## src/rtl/mc_pkg.sv

```systemverilog
// Shared encodings for the multicycle controller: FSM states, datapath mux selects and ALU codes.
package mc_pkg;

  typedef enum logic [3:0] {
    FETCH, DECODE, MEMADR, MEMRD, MEMWB, MEMWR,
    EXECUTER, EXECUTEI, ALUWB, BRANCH, UNKNOWN
  } state_t;

  localparam logic [1:0] SRCB_RD2  = 2'b00;
  localparam logic [1:0] SRCB_IMM  = 2'b01;
  localparam logic [1:0] SRCB_FOUR = 2'b10;

  localparam logic [1:0] RES_ALUOUT = 2'b00;
  localparam logic [1:0] RES_DATA   = 2'b01;
  localparam logic [1:0] RES_ALU    = 2'b10;

  localparam logic [1:0] ALU_ADD = 2'b00;
  localparam logic [1:0] ALU_SUB = 2'b01;
  localparam logic [1:0] ALU_AND = 2'b10;
  localparam logic [1:0] ALU_ORR = 2'b11;

  localparam logic [3:0] CMD_ADD = 4'b0100;
  localparam logic [3:0] CMD_SUB = 4'b0010;
  localparam logic [3:0] CMD_AND = 4'b0000;
  localparam logic [3:0] CMD_ORR = 4'b1100;

endpackage

```

## src/rtl/mc_if.sv

```systemverilog
// Controller <-> datapath bundle: instruction fields in, control strobes and selects out.
interface mc_if;
  logic [1:0] Op;
  logic [5:0] Funct;
  logic       IRWrite;
  logic       AdrSrc;
  logic       ALUSrcA;
  logic [1:0] ALUSrcB;
  logic [1:0] ResultSrc;
  logic       NextPC;
  logic       RegW;
  logic       MemW;
  logic       Branch;
  logic [1:0] ALUControl;
  logic [1:0] FlagW;

  modport master (
    output Op, Funct,
    input  IRWrite, AdrSrc, ALUSrcA, ALUSrcB, ResultSrc, NextPC,
           RegW, MemW, Branch, ALUControl, FlagW
  );

  modport slave (
    input  Op, Funct,
    output IRWrite, AdrSrc, ALUSrcA, ALUSrcB, ResultSrc, NextPC,
           RegW, MemW, Branch, ALUControl, FlagW
  );
endinterface

```

## src/rtl/mc_aludec.sv

```systemverilog
// ALU decoder: maps the DP cmd/S fields to an ALU op and flag-write enables when the FSM asks for it.
module mc_aludec
  import mc_pkg::*;
(
  input  logic       alu_op,
  input  logic [4:0] funct,
  output logic [1:0] alu_control,
  output logic [1:0] flag_w
);
  logic [3:0] cmd;
  logic       s_bit;

  assign cmd   = funct[4:1];
  assign s_bit = funct[0];

  always_comb begin
    alu_control = ALU_ADD;
    flag_w      = 2'b00;
    if (alu_op) begin
      // Unsupported commands fall back to ADD and never touch the flags.
      unique case (cmd)
        CMD_ADD: begin alu_control = ALU_ADD; flag_w = {s_bit, s_bit}; end
        CMD_SUB: begin alu_control = ALU_SUB; flag_w = {s_bit, s_bit}; end
        CMD_AND: begin alu_control = ALU_AND; flag_w = {s_bit, 1'b0};  end
        CMD_ORR: begin alu_control = ALU_ORR; flag_w = {s_bit, 1'b0};  end
        default: begin alu_control = ALU_ADD; flag_w = 2'b00;          end
      endcase
    end
  end
endmodule

```

## src/rtl/mc_controller.sv

```systemverilog
// Multicycle main controller: Moore FSM over FETCH/DECODE/execute states; outputs decode from state and Funct.
module mc_controller
  import mc_pkg::*;
(
  input logic  clk,
  input logic  reset,
  mc_if.slave  bus
);
  state_t state;
  logic   alu_op;

  always_ff @(posedge clk or posedge reset) begin
    if (reset) state <= FETCH;
    else begin
      case (state)
        FETCH:  state <= DECODE;
        DECODE: begin
          case (bus.Op)
            2'b00:   state <= bus.Funct[5] ? EXECUTEI : EXECUTER;
            2'b01:   state <= MEMADR;
            2'b10:   state <= BRANCH;
            default: state <= UNKNOWN;
          endcase
        end
        MEMADR:   state <= bus.Funct[0] ? MEMRD : MEMWR;
        MEMRD:    state <= MEMWB;
        EXECUTER: state <= ALUWB;
        EXECUTEI: state <= ALUWB;
        default:  state <= FETCH;
      endcase
    end
  end

  // Outputs are combinational on the state so an async reset shows the FETCH decode immediately.
  always_comb begin
    bus.IRWrite   = 1'b0;
    bus.AdrSrc    = 1'b0;
    bus.ALUSrcA   = 1'b0;
    bus.ALUSrcB   = SRCB_RD2;
    bus.ResultSrc = RES_ALUOUT;
    bus.NextPC    = 1'b0;
    bus.RegW      = 1'b0;
    bus.MemW      = 1'b0;
    bus.Branch    = 1'b0;
    alu_op        = 1'b0;
    case (state)
      FETCH: begin
        bus.IRWrite   = 1'b1;
        bus.NextPC    = 1'b1;
        bus.ALUSrcA   = 1'b1;
        bus.ALUSrcB   = SRCB_FOUR;
        bus.ResultSrc = RES_ALU;
      end
      DECODE: begin
        bus.ALUSrcA   = 1'b1;
        bus.ALUSrcB   = SRCB_FOUR;
        bus.ResultSrc = RES_ALU;
      end
      MEMADR: bus.ALUSrcB = SRCB_IMM;
      MEMRD:  bus.AdrSrc  = 1'b1;
      MEMWB: begin
        bus.ResultSrc = RES_DATA;
        bus.RegW      = 1'b1;
      end
      MEMWR: begin
        bus.AdrSrc = 1'b1;
        bus.MemW   = 1'b1;
      end
      EXECUTER: alu_op = 1'b1;
      EXECUTEI: begin
        bus.ALUSrcB = SRCB_IMM;
        alu_op      = 1'b1;
      end
      ALUWB: bus.RegW = 1'b1;
      BRANCH: begin
        bus.ALUSrcB   = SRCB_IMM;
        bus.ResultSrc = RES_ALU;
        bus.Branch    = 1'b1;
      end
      default: ;
    endcase
  end

  mc_aludec u_aludec (
    .alu_op      (alu_op),
    .funct       (bus.Funct[4:0]),
    .alu_control (bus.ALUControl),
    .flag_w      (bus.FlagW)
  );
endmodule
```

## src/flat_wrapper.sv

```systemverilog
// flat-port wrapper written by rule: the top's interface ports become plain ports
module mc_controller_flat import mc_pkg::*;
  (clk, reset, bus_Op, bus_Funct, bus_IRWrite, bus_AdrSrc, bus_ALUSrcA, bus_ALUSrcB, bus_ResultSrc, bus_NextPC, bus_RegW, bus_MemW, bus_Branch, bus_ALUControl, bus_FlagW);
  mc_if bus_i ();
  input logic clk;
  input logic reset;
  input wire logic [$bits(bus_i.Op)-1:0] bus_Op;
  input wire logic [$bits(bus_i.Funct)-1:0] bus_Funct;
  output wire logic [$bits(bus_i.IRWrite)-1:0] bus_IRWrite;
  output wire logic [$bits(bus_i.AdrSrc)-1:0] bus_AdrSrc;
  output wire logic [$bits(bus_i.ALUSrcA)-1:0] bus_ALUSrcA;
  output wire logic [$bits(bus_i.ALUSrcB)-1:0] bus_ALUSrcB;
  output wire logic [$bits(bus_i.ResultSrc)-1:0] bus_ResultSrc;
  output wire logic [$bits(bus_i.NextPC)-1:0] bus_NextPC;
  output wire logic [$bits(bus_i.RegW)-1:0] bus_RegW;
  output wire logic [$bits(bus_i.MemW)-1:0] bus_MemW;
  output wire logic [$bits(bus_i.Branch)-1:0] bus_Branch;
  output wire logic [$bits(bus_i.ALUControl)-1:0] bus_ALUControl;
  output wire logic [$bits(bus_i.FlagW)-1:0] bus_FlagW;
  assign bus_i.Op = bus_Op;
  assign bus_i.Funct = bus_Funct;
  assign bus_IRWrite = bus_i.IRWrite;
  assign bus_AdrSrc = bus_i.AdrSrc;
  assign bus_ALUSrcA = bus_i.ALUSrcA;
  assign bus_ALUSrcB = bus_i.ALUSrcB;
  assign bus_ResultSrc = bus_i.ResultSrc;
  assign bus_NextPC = bus_i.NextPC;
  assign bus_RegW = bus_i.RegW;
  assign bus_MemW = bus_i.MemW;
  assign bus_Branch = bus_i.Branch;
  assign bus_ALUControl = bus_i.ALUControl;
  assign bus_FlagW = bus_i.FlagW;
  mc_controller u_core (.clk(clk), .reset(reset), .bus(bus_i));
endmodule
```

## config.mk

```make
export PLATFORM = sky130hd
export DESIGN_NAME = mc_controller_flat
export DESIGN_NICKNAME = d
export VERILOG_FILES = /design/src/rtl/mc_pkg.sv /design/src/rtl/mc_if.sv /design/src/rtl/mc_aludec.sv /design/src/rtl/mc_controller.sv /design/src/flat_wrapper.sv
export SDC_FILE = /design/constraint.sdc
export NUM_CORES = 1
export LEC_CHECK = 0
export CORE_AREA = 2 2 39 41
export CTS_BUF_LIST = sky130_fd_sc_hd__clkbuf_4 sky130_fd_sc_hd__clkbuf_8 sky130_fd_sc_hd__clkbuf_16
export CTS_CLUSTER_SIZE = 12
export DETAILED_ROUTE_END_ITERATION = 10
export DIE_AREA = 0 0 41 43
export PLACE_DENSITY = 0.78
export SETUP_SLACK_MARGIN = 0.2
export SYNTH_ARGS = -nofsm -noshare
export SYNTH_HDL_FRONTEND = slang
export SYNTH_SLANG_ARGS = --single-unit
```

## constraint.sdc

```tcl
create_clock -name clk -period 2 [get_ports clk]
set_input_delay 0.4 -clock clk [delete_from_list [all_inputs] [get_ports clk]]
set_output_delay 0.4 -clock clk [all_outputs]
set_load 0.01 [all_outputs]
```

==> After elaboration in Yosys (flattened, before gate mapping) <==
Cells that the tools add are included.
{ "totals": {"inputBits": 10, "output_inout_bits": 15, "register_bits": 4, "word_cells": 43} }
{ "op_classes": {"n_eq_ne": 14, "muxes": 17, "reduce_logical": 11} }
{ "op_table": {"columns": ["op", "count"], "rows": [
  ["$eq A4 B3 Y1 const B", 5],
  ["$pmux W4 S5", 1],
  ["$eq A4 B2 Y1 const B", 3],
  ["$eq A4 B4 Y1 const B", 3],
  ["$pmux W2 S2", 3],
  ["$pmux W4 S3", 1],
  ["$reduce_or A2 Y1", 6],
  ["$logic_not A4 Y1", 2],
  ["$mux W1", 8],
  ["$pmux W2 S3", 1],
  ["$reduce_or A3 Y1", 2],
  ["$eq A4 B1 Y1 const B", 1],
  ["$mux W2", 2],
  ["$mux W3", 1],
  ["$eq A2 B1 Y1 const B", 1],
  ["$eq A2 B2 Y1 const B", 1],
  ["$logic_not A2 Y1", 1]
]} }

==> Logic depth before layout (Yosys ltp) <==
Gate-level depths: netlist (run 1).
{ "logic_depth": {"depth_word": 4, "depth_mapped": 4, "mapped_depth_nobuf": 3} }

==> Cells and area by module <==
A second synthesis (run 1) with hierarchy kept.
{ "hier_totals": {"hier_cells": 54, "area_unflattened_um2": 406.6} }
{ "modules_own_cells": {"columns": ["module", "n_inst", "cells_per_inst", "seq_area_each_um2", "area_each_um2"], "rows": [
  ["mc_controller", 1, 43, 100.1, 327.8],
  ["mc_aludec", 1, 11, 0.0, 78.8]
]} }

==> Least setup slack after synthesis (run 1) <==
OpenSTA, ideal clock, no wires.
{ "synth_path": {"path_type": "register to output", "startpoint": "reg u_core.state[3]", "endpoint": "out bus_NextPC", "path_slack_ps": 262, "t_required_ps": 1600, "arrival_time_ps": 1338, "stages_incl_launch_ff": 5, "path_cell_list": "dfrtp_1 -> buf_2 -> or2_2 -> nor3_1 -> buf_4"} }
{ "synth_via": {"elab_chain_len": 2} }
{ "synth_rtl": {"columns": ["item", "line", "text"], "rows": [
  ["start: declaration", "mc_controller.sv:9", "state_t state;"],
  ["start signal: assignment", "mc_controller.sv:19", "2'b00: state <= bus.Funct[5] ? EXECUTEI : EXECUTER;"],
  ["start signal: assignment", "mc_controller.sv:25", "MEMADR: state <= bus.Funct[0] ? MEMRD : MEMWR;"],
  ["$logic_not A4 Y1", null, null],
  ["$mux W1", null, null],
  ["end: declaration", "flat_wrapper.sv:14", "output wire logic [$bits(bus_i.NextPC)-1:0] bus_NextPC;"]
]} }
Every way passes these cells.

==> Worst setup path after layout (run 1) <==
{ "layout_path": {"startpoint": "in bus_Funct[1]", "endpoint": "out bus_FlagW[1]"} }
{ "layout_via": {"elab_chain_len": 4} }
{ "layout_rtl": {"columns": ["item", "line", "text"], "rows": [
  ["start: declaration", "flat_wrapper.sv:8", "input wire logic [$bits(bus_i.Funct)-1:0] bus_Funct;"],
  ["$eq A4 B4 Y1, or another cell as far along", "mc_aludec.sv:21", "unique case (cmd)"],
  ["$reduce_or A2 Y1 (no line)", null, null],
  ["$pmux W2 S2 (*)", "mc_aludec.sv:21", null],
  ["$mux W2 (*)", "mc_aludec.sv:19", "if (alu_op) begin"],
  ["end: declaration", "flat_wrapper.sv:19", "output wire logic [$bits(bus_i.FlagW)-1:0] bus_FlagW;"]
]} }
Mark *: on every way between the ends. The rest lies on a longest branch, timed or not.

==> results of run 1 <==
stage by stage:
| step | total power [mW] | std cells | util |
|---|---|---|---|
| final | 0.9307 | 106 | 0.5552 |
| after global placement | 0.8017 | 101 | 0.5199 |
| after CTS | 0.8541 | 104 | 0.5145 |
| after detailed placement | 0.8101 | 101 | 0.5199 |
| after floorplan | 0.5175 | 56 | - |
| after global routing | 1.007 | 106 | 0.5552 |
critical path, cell delays in order:
cell and delay (ns):
dlygate4sd2_1 0.26, or4b_4 0.54, a211oi_2 0.16, buf_2 0.16
synth_stat cells:
cell,n
a211o_1,1
a211oi_2,1
a21boi_0,1
a21oi_1,6
and4bb_2,1
buf_2,2
buf_4,2
buf_6,1
clkbuf_1,1
dfrtp_1,4
inv_1,3
nand2_1,3
nand2_2,1
nand2b_1,1
nand3_1,1
nand3b_1,1
nor2_1,6
nor2b_1,3
nor3_1,5
nor3_2,1
nor4_1,1
o21ai_0,3
or2_2,1
or2b_1,1
or3_1,1
or4b_4,1
xnor2_1,3
worst max path at each step:
stage | from | to | slack, ns | depth (start not counted)
3_5_place_dp | bus_Funct[0] | bus_FlagW[1] | -0.53 | 4
6_report | bus_Funct[1] | bus_FlagW[1] | 0.09 | 4
3_3_place_gp | bus_Funct[0] | bus_FlagW[1] | -0.49 | 4
5_1_grt | u_core.state[3]$_DFF_PP0_ | bus_FlagW[1] | 0.04 | 3
2_1_floorplan | u_core.state[3]$_DFF_PP0_ | bus_NextPC | 0.26 | 4
4_1_cts | u_core.state[3]$_DFF_PP0_ | bus_IRWrite | 0.03 | 4
layout by cell type, fill, tap and decap left out, drive strengths merged:
master / count
a211o: 1
a211oi: 1
a21boi: 1
a21oi: 6
and4bb: 1
buf: 21
clkbuf: 6
clkdlybuf4s15: 3
clkdlybuf4s50: 4
dfrtp: 4
dlygate4sd2: 5
dlymetal6s2s: 1
inv: 3
nand2: 4
nand2b: 1
nand3: 1
nand3b: 1
nor2: 6
nor2b: 3
nor3: 6
nor4: 1
o21ai: 3
or2: 1
or2b: 1
or3: 1
or4b: 1
xnor2: 3
kinds of logic after synthesis:
family,Yosys count
AND/OR/NAND/NOR,28
AO/OA/AOI/OAI,12
buffers and inverters,9
flip-flops,4
XOR/XNOR,3
power groups by stage:
stage | clock, mW | sequential (mW) | combinational, mW
4_1_cts | 0.103 | 0.166 | 0.585
2_1_floorplan | 0 | 0.130 | 0.388
3_5_place_dp | 0 | 0.161 | 0.649
5_1_grt | 0.109 | 0.180 | 0.718
3_3_place_gp | 0 | 0.158 | 0.644
6_report | 0.0987 | 0.173 | 0.659
area by class of cell:
type,instances,share of cell area
multi-input combinational,43,0.4218
timing repair buffer,37,0.3762
sequential,4,0.1319
clock buffer,3,0.02932
tap,16,0.02606
inverter,3,0.01466
timing repair:
action / 4_1_cts / 5_1_grt
hold buffers: 0 / 0
setup endpoints to repair: 15 / 14
pin swaps: 3 / 2
gates resized for setup: 49 / 24
hold endpoints to repair: 0 / 0
setup buffers: 0 / 2
routing by layer:
| layer | routed length, um | vias up | GRT usage |
|---|---|---|---|
| met5 | 0 | - | 0 |
| met3 | 125 | 0 | 0.07330 |
| met4 | 0 | 0 | 0.04000 |
| li1 | - | 260 | - |
| met2 | 727 | 21 | 0.2656 |
| met1 | 421 | 236 | 0.1732 |
==> summary.txt, run 1 <==
STA
  – Max-slew violations: 0
  – Setup-failing EPs final: 0
  – Hold Fails Final Rpt: 0
  – Fin crit period: ~1.9 ns
  – Fin Hold WS: about 0.34 ns
  – Unrepaired setup endpoints after global routing: true
  – Max Clk Rate: 524.1 MHz
  – Final setup margin: between 0.09 and 0.1 ns
  – Max-slew headroom: 0.8198
  – Setup TNS: 0 ns
  – Final period utilization: 0.9540
  – Tightest Pin Transition: between 0.2 and 0.3 ns
  – Clk_skew: 0.004597 ns

GRT
  – Grt total ovfl: 0
  – First-pass GRT wire length: 1890 um
  – Initial antenna violation count: 0
  – Largest net degree at the start of global routing: 15
  – Vias in the first global route: between 400 and 500
  – All-Layer GR Usage: 0.1594

Worst setup path
  – Worst r2r path cells: 4
  – CP Launch Type: primary input
  – Critical Path AT: ~1.5 ns
  – Worst reg2reg startpoint: u_core.state[3]$_DFF_PP0_
  – Reg-to-Reg End: u_core.state[2]$_DFF_PP0_
  – R2R Setup Slk: 0.80 ns
  – Critical Path RT: approximately 1.6 ns
  – CP Max Fanout: 2
  – CP Class: in -> out
  – Nature of the critical path endpoint: primary output

Finish
  – Area growth, synth to finish: 84.38%
  – Largest Register: u_core.state
  – Max reg flops: 4
  – Multi-input logic area: between 300 and 400 um2
  – Fillers: approximately 130
  – Fraction of layout cells with a size suffix above 1: 0.4889
  – ANT cells: 0
  – Final instance area: ~770 um2
  – Post-layout net count: slightly above 100
  – Registers with the most flip-flops: u_core.state x4
  – Sequential cell area: ~100 um2

Placed design
  – DP Wirelength: just under 900 um
  – GP Congestion: around 0.71
  – Dpl cell area: slightly above 700 um2
  – Setup WS pre-CTS: -0.5346 ns
  – PortBufs: 24

Pwr
  – Pwr dens: 1211 mW/mm2
  – Pint: between 500 and 600 uW
  – Sequential power share: 0.186
  – Combinational share of power: 0.708
  – Leakage power: around 0.36 nW
  – P_sw: just over 400 uW
  – Peak supply drop: between 700 and 800 uV
  – Clock power share: 0.106
  – Sw Share: 0.4431

Clock tree
  – Worst-Skew Late Latency: around 0.23 ns
  – Num CTS Buffers: 3
  – CTS HTree Levels: 1
  – Clock Root Buffer: clkbuf_4
  – CTS tree: built
  – Clk slew on worst S/H paths: around 0.040 ns
  – Bufs on Longest Clock Path: 2
  – Sink Count: 4

Logic synthesis
  – Synth warn: 0
  – Main combinational cell family by area after synthesis: simple AND/OR/NAND/NOR gates
  – Sequential share of the synthesized area: 0.2402
  – Synthesized Nets: 66
  – Synth Area in XOR/XNOR: 0.06306
  – Area fraction in compound gates after synthesis: 0.1772
  – Post-synth top area share: 0.2402
  – Dominant cell type by area after synthesis: dfrtp_1
  – Mux share of post-synthesis cell area: 0
  – Cell count after synthesis: 56
  – Mapped cell area: 416.7 um2
  – Synth top area cells: dfrtp_1 (24%), a21oi_1 (7.2%), xnor2_1 (6.3%)
  – Post-synthesis adder-cell area fraction: 0
  – Yosys reg bits: 4
  – Synth Area per Inst: approximately 7.4 um2
  – Simple-Gate Fraction of Synth Area: 0.3964
  – Post-synth cell types: 27

Routing
  – DR DRC count: 0
  – DR iter-0 viols: 10
  – Antenna Nets Post-Route: 0
  – Avg Vias per Cell: 4.877
  – WL per Instance: ~12 um
  – Post-Route WL: roughly 1300 um
  – DR pass1 iterations: 4
  – Via count: 517

Floorplanning
  – Die area: approximately 0.0018 mm2
  – Core area: 0.001384 mm2
  – Width of the die: between 40 and 50 um
  – Standard-cell rows: 14
  – Starting density of the core: 0.3011
  – Die Y-Extent: ~43 um
  – Ports: 25

Run
  – Maxcap violations: 0

Worst hold path
  – HP Class: in -> async

Outcome
  – Outcome: completed
(Power assumes the default switching activity.)
==> inputs of run 2 (changes only) <==
- ABC_AREA: unset -> 1
- PLACE_DENSITY: 0.78 -> 0.76
==> run 2 against run 1 <==
Effect of this change:
- non-clock buffer count down 13
- critical endpoint is now bus_ResultSrc[1]
- clock skew is 0.0023 ns lower
- clock-buffer cell count unchanged
- via count shrank 5.0%
- largest cell class unchanged
==> summary.txt, run 2 <==
Outcome
  – Outcome: completed

Finish
  – ANT cells: 0 (unchanged)
  – Largest Register: u_core.state
  – Final instance area: 643.1 um2 (-16%)
  – Registers with the most flip-flops: u_core.state x4
  – Fillers: 158 (+19%)
  – Post-layout net count: 105 (+2.9%)
  – Fraction of layout cells with a size suffix above 1: 0.2258 (-0.2631)
  – Area growth, synth to finish: 62.15%
  – Max reg flops: 4 (unchanged)
  – Most frequent cells in the layout: nand2_1 (21), dlygate4sd2_1 (14), inv_1 (10)
  – Leading cell type in the layout, fill and taps excluded: nand2_1
  – Finished Layout Cells: 109 (+2.8%)

STA
  – Final setup margin: 0.2641 ns (+0.1721 ns)
  – Max-slew violations: 0 (unchanged)
  – Max-slew headroom: 0.8759 (+0.05605)
  – Hold Fails Final Rpt: 0 (unchanged)
  – Fin Hold WS: 0.3582 ns (+0.01613 ns)
  – Clk_skew: 0.002293 ns (-0.002304 ns)
  – Max Clk Rate: 576.1 MHz (+9.9%)
  – Setup-failing EPs final: 0 (unchanged)
  – Final period utilization: 0.8680 (-0.08604)
  – Tightest Pin Transition: 0.1862 ns (-0.08353 ns)
  – Unrepaired setup endpoints after global routing: false
  – Fin crit period: 1.736 ns (-0.1721 ns)

GRT
  – Grt total ovfl: 0 (unchanged)
  – All-Layer GR Usage: 0.1210 (-0.03847)
  – Met2 Use GR: 0.2031 (-0.06250)
  – GR Layer Usage met3: 0.02094 (-0.05236)
  – Initial antenna violation count: 0 (unchanged)
  – GRT busiest layer: met2
  – Vias in the first global route: 415 (-12%)
  – First-pass GRT wire length: 1490 um (-21%)
  – Largest net degree at the start of global routing: 7 (-8)
  – GRT met1 Usage: 0.1368 (-0.03639)

Logic synthesis
  – Synth top cells by count: nand2_1 (21), inv_1 (10), nor2_1 (8)
  – Sequential share of the synthesized area: 0.2524 (+0.01213)
  – Mapped cell area: 396.6 um2 (-4.8%)
  – Top_reg_cell synth: dfrtp_1
  – Yosys reg bits: 4 (unchanged)
  – Synthesized Nets: 78 (+18%)
  – Share of flip-flops with an asynchronous set or reset: 1.000 (unchanged)
  – Synth top area cells: dfrtp_1 (25%), nand2_1 (20%), inv_1 (9.5%)
  – Post-synth cell types: 16 (-41%)
  – Dominant cell type by area after synthesis: dfrtp_1
  – Cell count after synthesis: 68 (+21%)
  – Synth warn: 0 (unchanged)
  – Post-synth top area share: 0.2524 (+0.01213)
  – Synth Area per Inst: 5.833 um2 (-22%)
  – Most frequent cell after synthesis: nand2_1
  – EDFF count, synth: 0 (unchanged)

Floorplanning
  – Die area: 0.001763 mm2 (unchanged)
  – Starting density of the core: 0.2866 (-0.01447)
  – Ports: 25 (unchanged)
  – Die Y-Extent: 43 um (unchanged)
  – Standard-cell rows: 14 (unchanged)
  – Core area: 0.001384 mm2 (unchanged)
  – Width of the die: 41 um (unchanged)

Worst hold path
  – HP Class: in -> async

Routing
  – WL per Instance: 9.018 um (-25%)
  – DR pass1 iterations: 4 (unchanged)
  – DR DRC count: 0 (unchanged)
  – DR iter-0 viols: 6 (-4)
  – Antenna Nets Post-Route: 0 (unchanged)
  – Post-Route WL: 983 um (-23%)
  – Avg Vias per Cell: 4.505 (-7.6%)
  – Via count: 491 (-5.0%)

Clock tree
  – CTS tree: built
  – Setup Fix Bufs, Post-CTS: 0 (unchanged)
  – Clk slew on worst S/H paths: 0.04 ns (about the same)
  – Clock Root Buffer: clkbuf_4
  – CTS HTree Levels: 1 (unchanged)
  – Worst-Skew Late Latency: 0.23 ns (about the same)
  – Num CTS Buffers: 3 (unchanged)
  – Sink Count: 4 (unchanged)
  – Bufs on Longest Clock Path: 2 (unchanged)
  – Hold bufs inserted after CTS: 0 (unchanged)

Worst setup path
  – Critical Path AT: 1.34 ns (-0.17 ns)
  – Worst Setup SP: u_core.state[1]$_DFF_PP0_
  – Nature of the critical path endpoint: primary output
  – CP Launch Type: flop
  – CP Max Fanout: 4 (+2)
  – Critical Path RT: 1.60 ns (about the same)
  – CP Class: reg -> out
  – Worst reg2reg startpoint: u_core.state[1]$_DFF_PP0_

Pwr
  – Pwr dens: 1378 mW/mm2 (+14%)
  – Peak supply drop: 597.0 uV (-18%)
  – Leakage power: 0.3814 nW (+6.6%)
  – Final Total Pwr: 886.0 uW (-4.8%)

Placed design
  – GP Congestion: 0.8341 (+17%)
  – Placed cell count: 106 (+5.0%)
  – Dpl cell area: 641.9 um2 (-11%)
  – DP Wirelength: 843.3 um (-5.2%)
  – PortBufs: 24 (unchanged)
  – Setup WS pre-CTS: -0.2011 ns (+0.3334 ns)

Run
  – Maxcap violations: 0 (unchanged)
-- run 2: changes by cell type in the layout (fill, tap and decap cells not counted), moves of 5 or more --
cell           delta
inv_1             +7
nand2_1          +18
buf_2             -6
dlygate4sd2_1     +9
nor2_2            +5
buf_4            -11
-- run 2: final timing paths --
kind / endpoint / slack (ns) / depth (start not counted)
max: bus_ResultSrc[1] / 0.26 / 6
min: u_core.state[0]$_DFF_PP0_ / 0.36 / 2
max reg2reg: u_core.state[1]$_DFF_PP0_ / 1.01 / 5
min reg2reg: u_core.state[0]$_DFF_PP0_ / 0.59 / 1
max in group asynchronous: u_core.state[2]$_DFF_PP0_ / 1.48 / 2
min in group clk: u_core.state[0]$_DFF_PP0_ / 0.59 / 1
-- run 2: area by class of cell --
class / instances / area, um2 / share of cell area
timing repair buffer: 24 / 207.7 / 0.3230
multi-input combinational: 48 / 239.0 / 0.3716
inverter: 14 / 52.55 / 0.08171
sequential: 4 / 101.3 / 0.1576
clock buffer: 3 / 22.52 / 0.03502
tap: 16 / 20.02 / 0.03113
-- run 2: power by group --
part / switching (mW) / internal [mW] / total (mW) / leakage (nW)
combinational: 0.359 / 0.256 / 0.615 / 0.318
sequential: 0.0502 / 0.123 / 0.173 / 0.0498
clock: 0.0303 / 0.0670 / 0.0972 / 0.0138
-- run 2: cell families after synthesis --
group / count (synthesis) / synth area share
flops: 4 / 0.2524
compound gates: 8 / 0.1041
simple gates: 40 / 0.4732
buf+inv: 16 / 0.1703
-- run 2: routing by layer --
metal  vias to the layer above  part of all wire
met1                       215              0.38
met5                         -                 0
met4                         0                 0
met2                        18              0.54
met3                         0             0.074
li1                        258                 -
-- run 2: worst max-delay path, stage by stage, from the launching register on --
cell           delay, ns
dfrtp_1             0.40
inv_2               0.12
nand2_2             0.10
nor2_2              0.14
inv_2               0.05
nand2_1             0.04
dlygate4sd2_1       0.26
-- run 2: metrics by stage --
step / setup TNS, ns / utilization
final: 0 / 0.4647
after global placement: -0.7642 / 0.4638
after global routing: 0 / 0.4647
after floorplan: 0 / -
after detailed placement: -0.7832 / 0.4638
after CTS: 0 / 0.4665
-- run 2: what timing repair did --
item	4_1_cts	5_1_grt
endpoints found under the setup margin	15	4
pin swaps	3	2
gates resized for setup	27	6
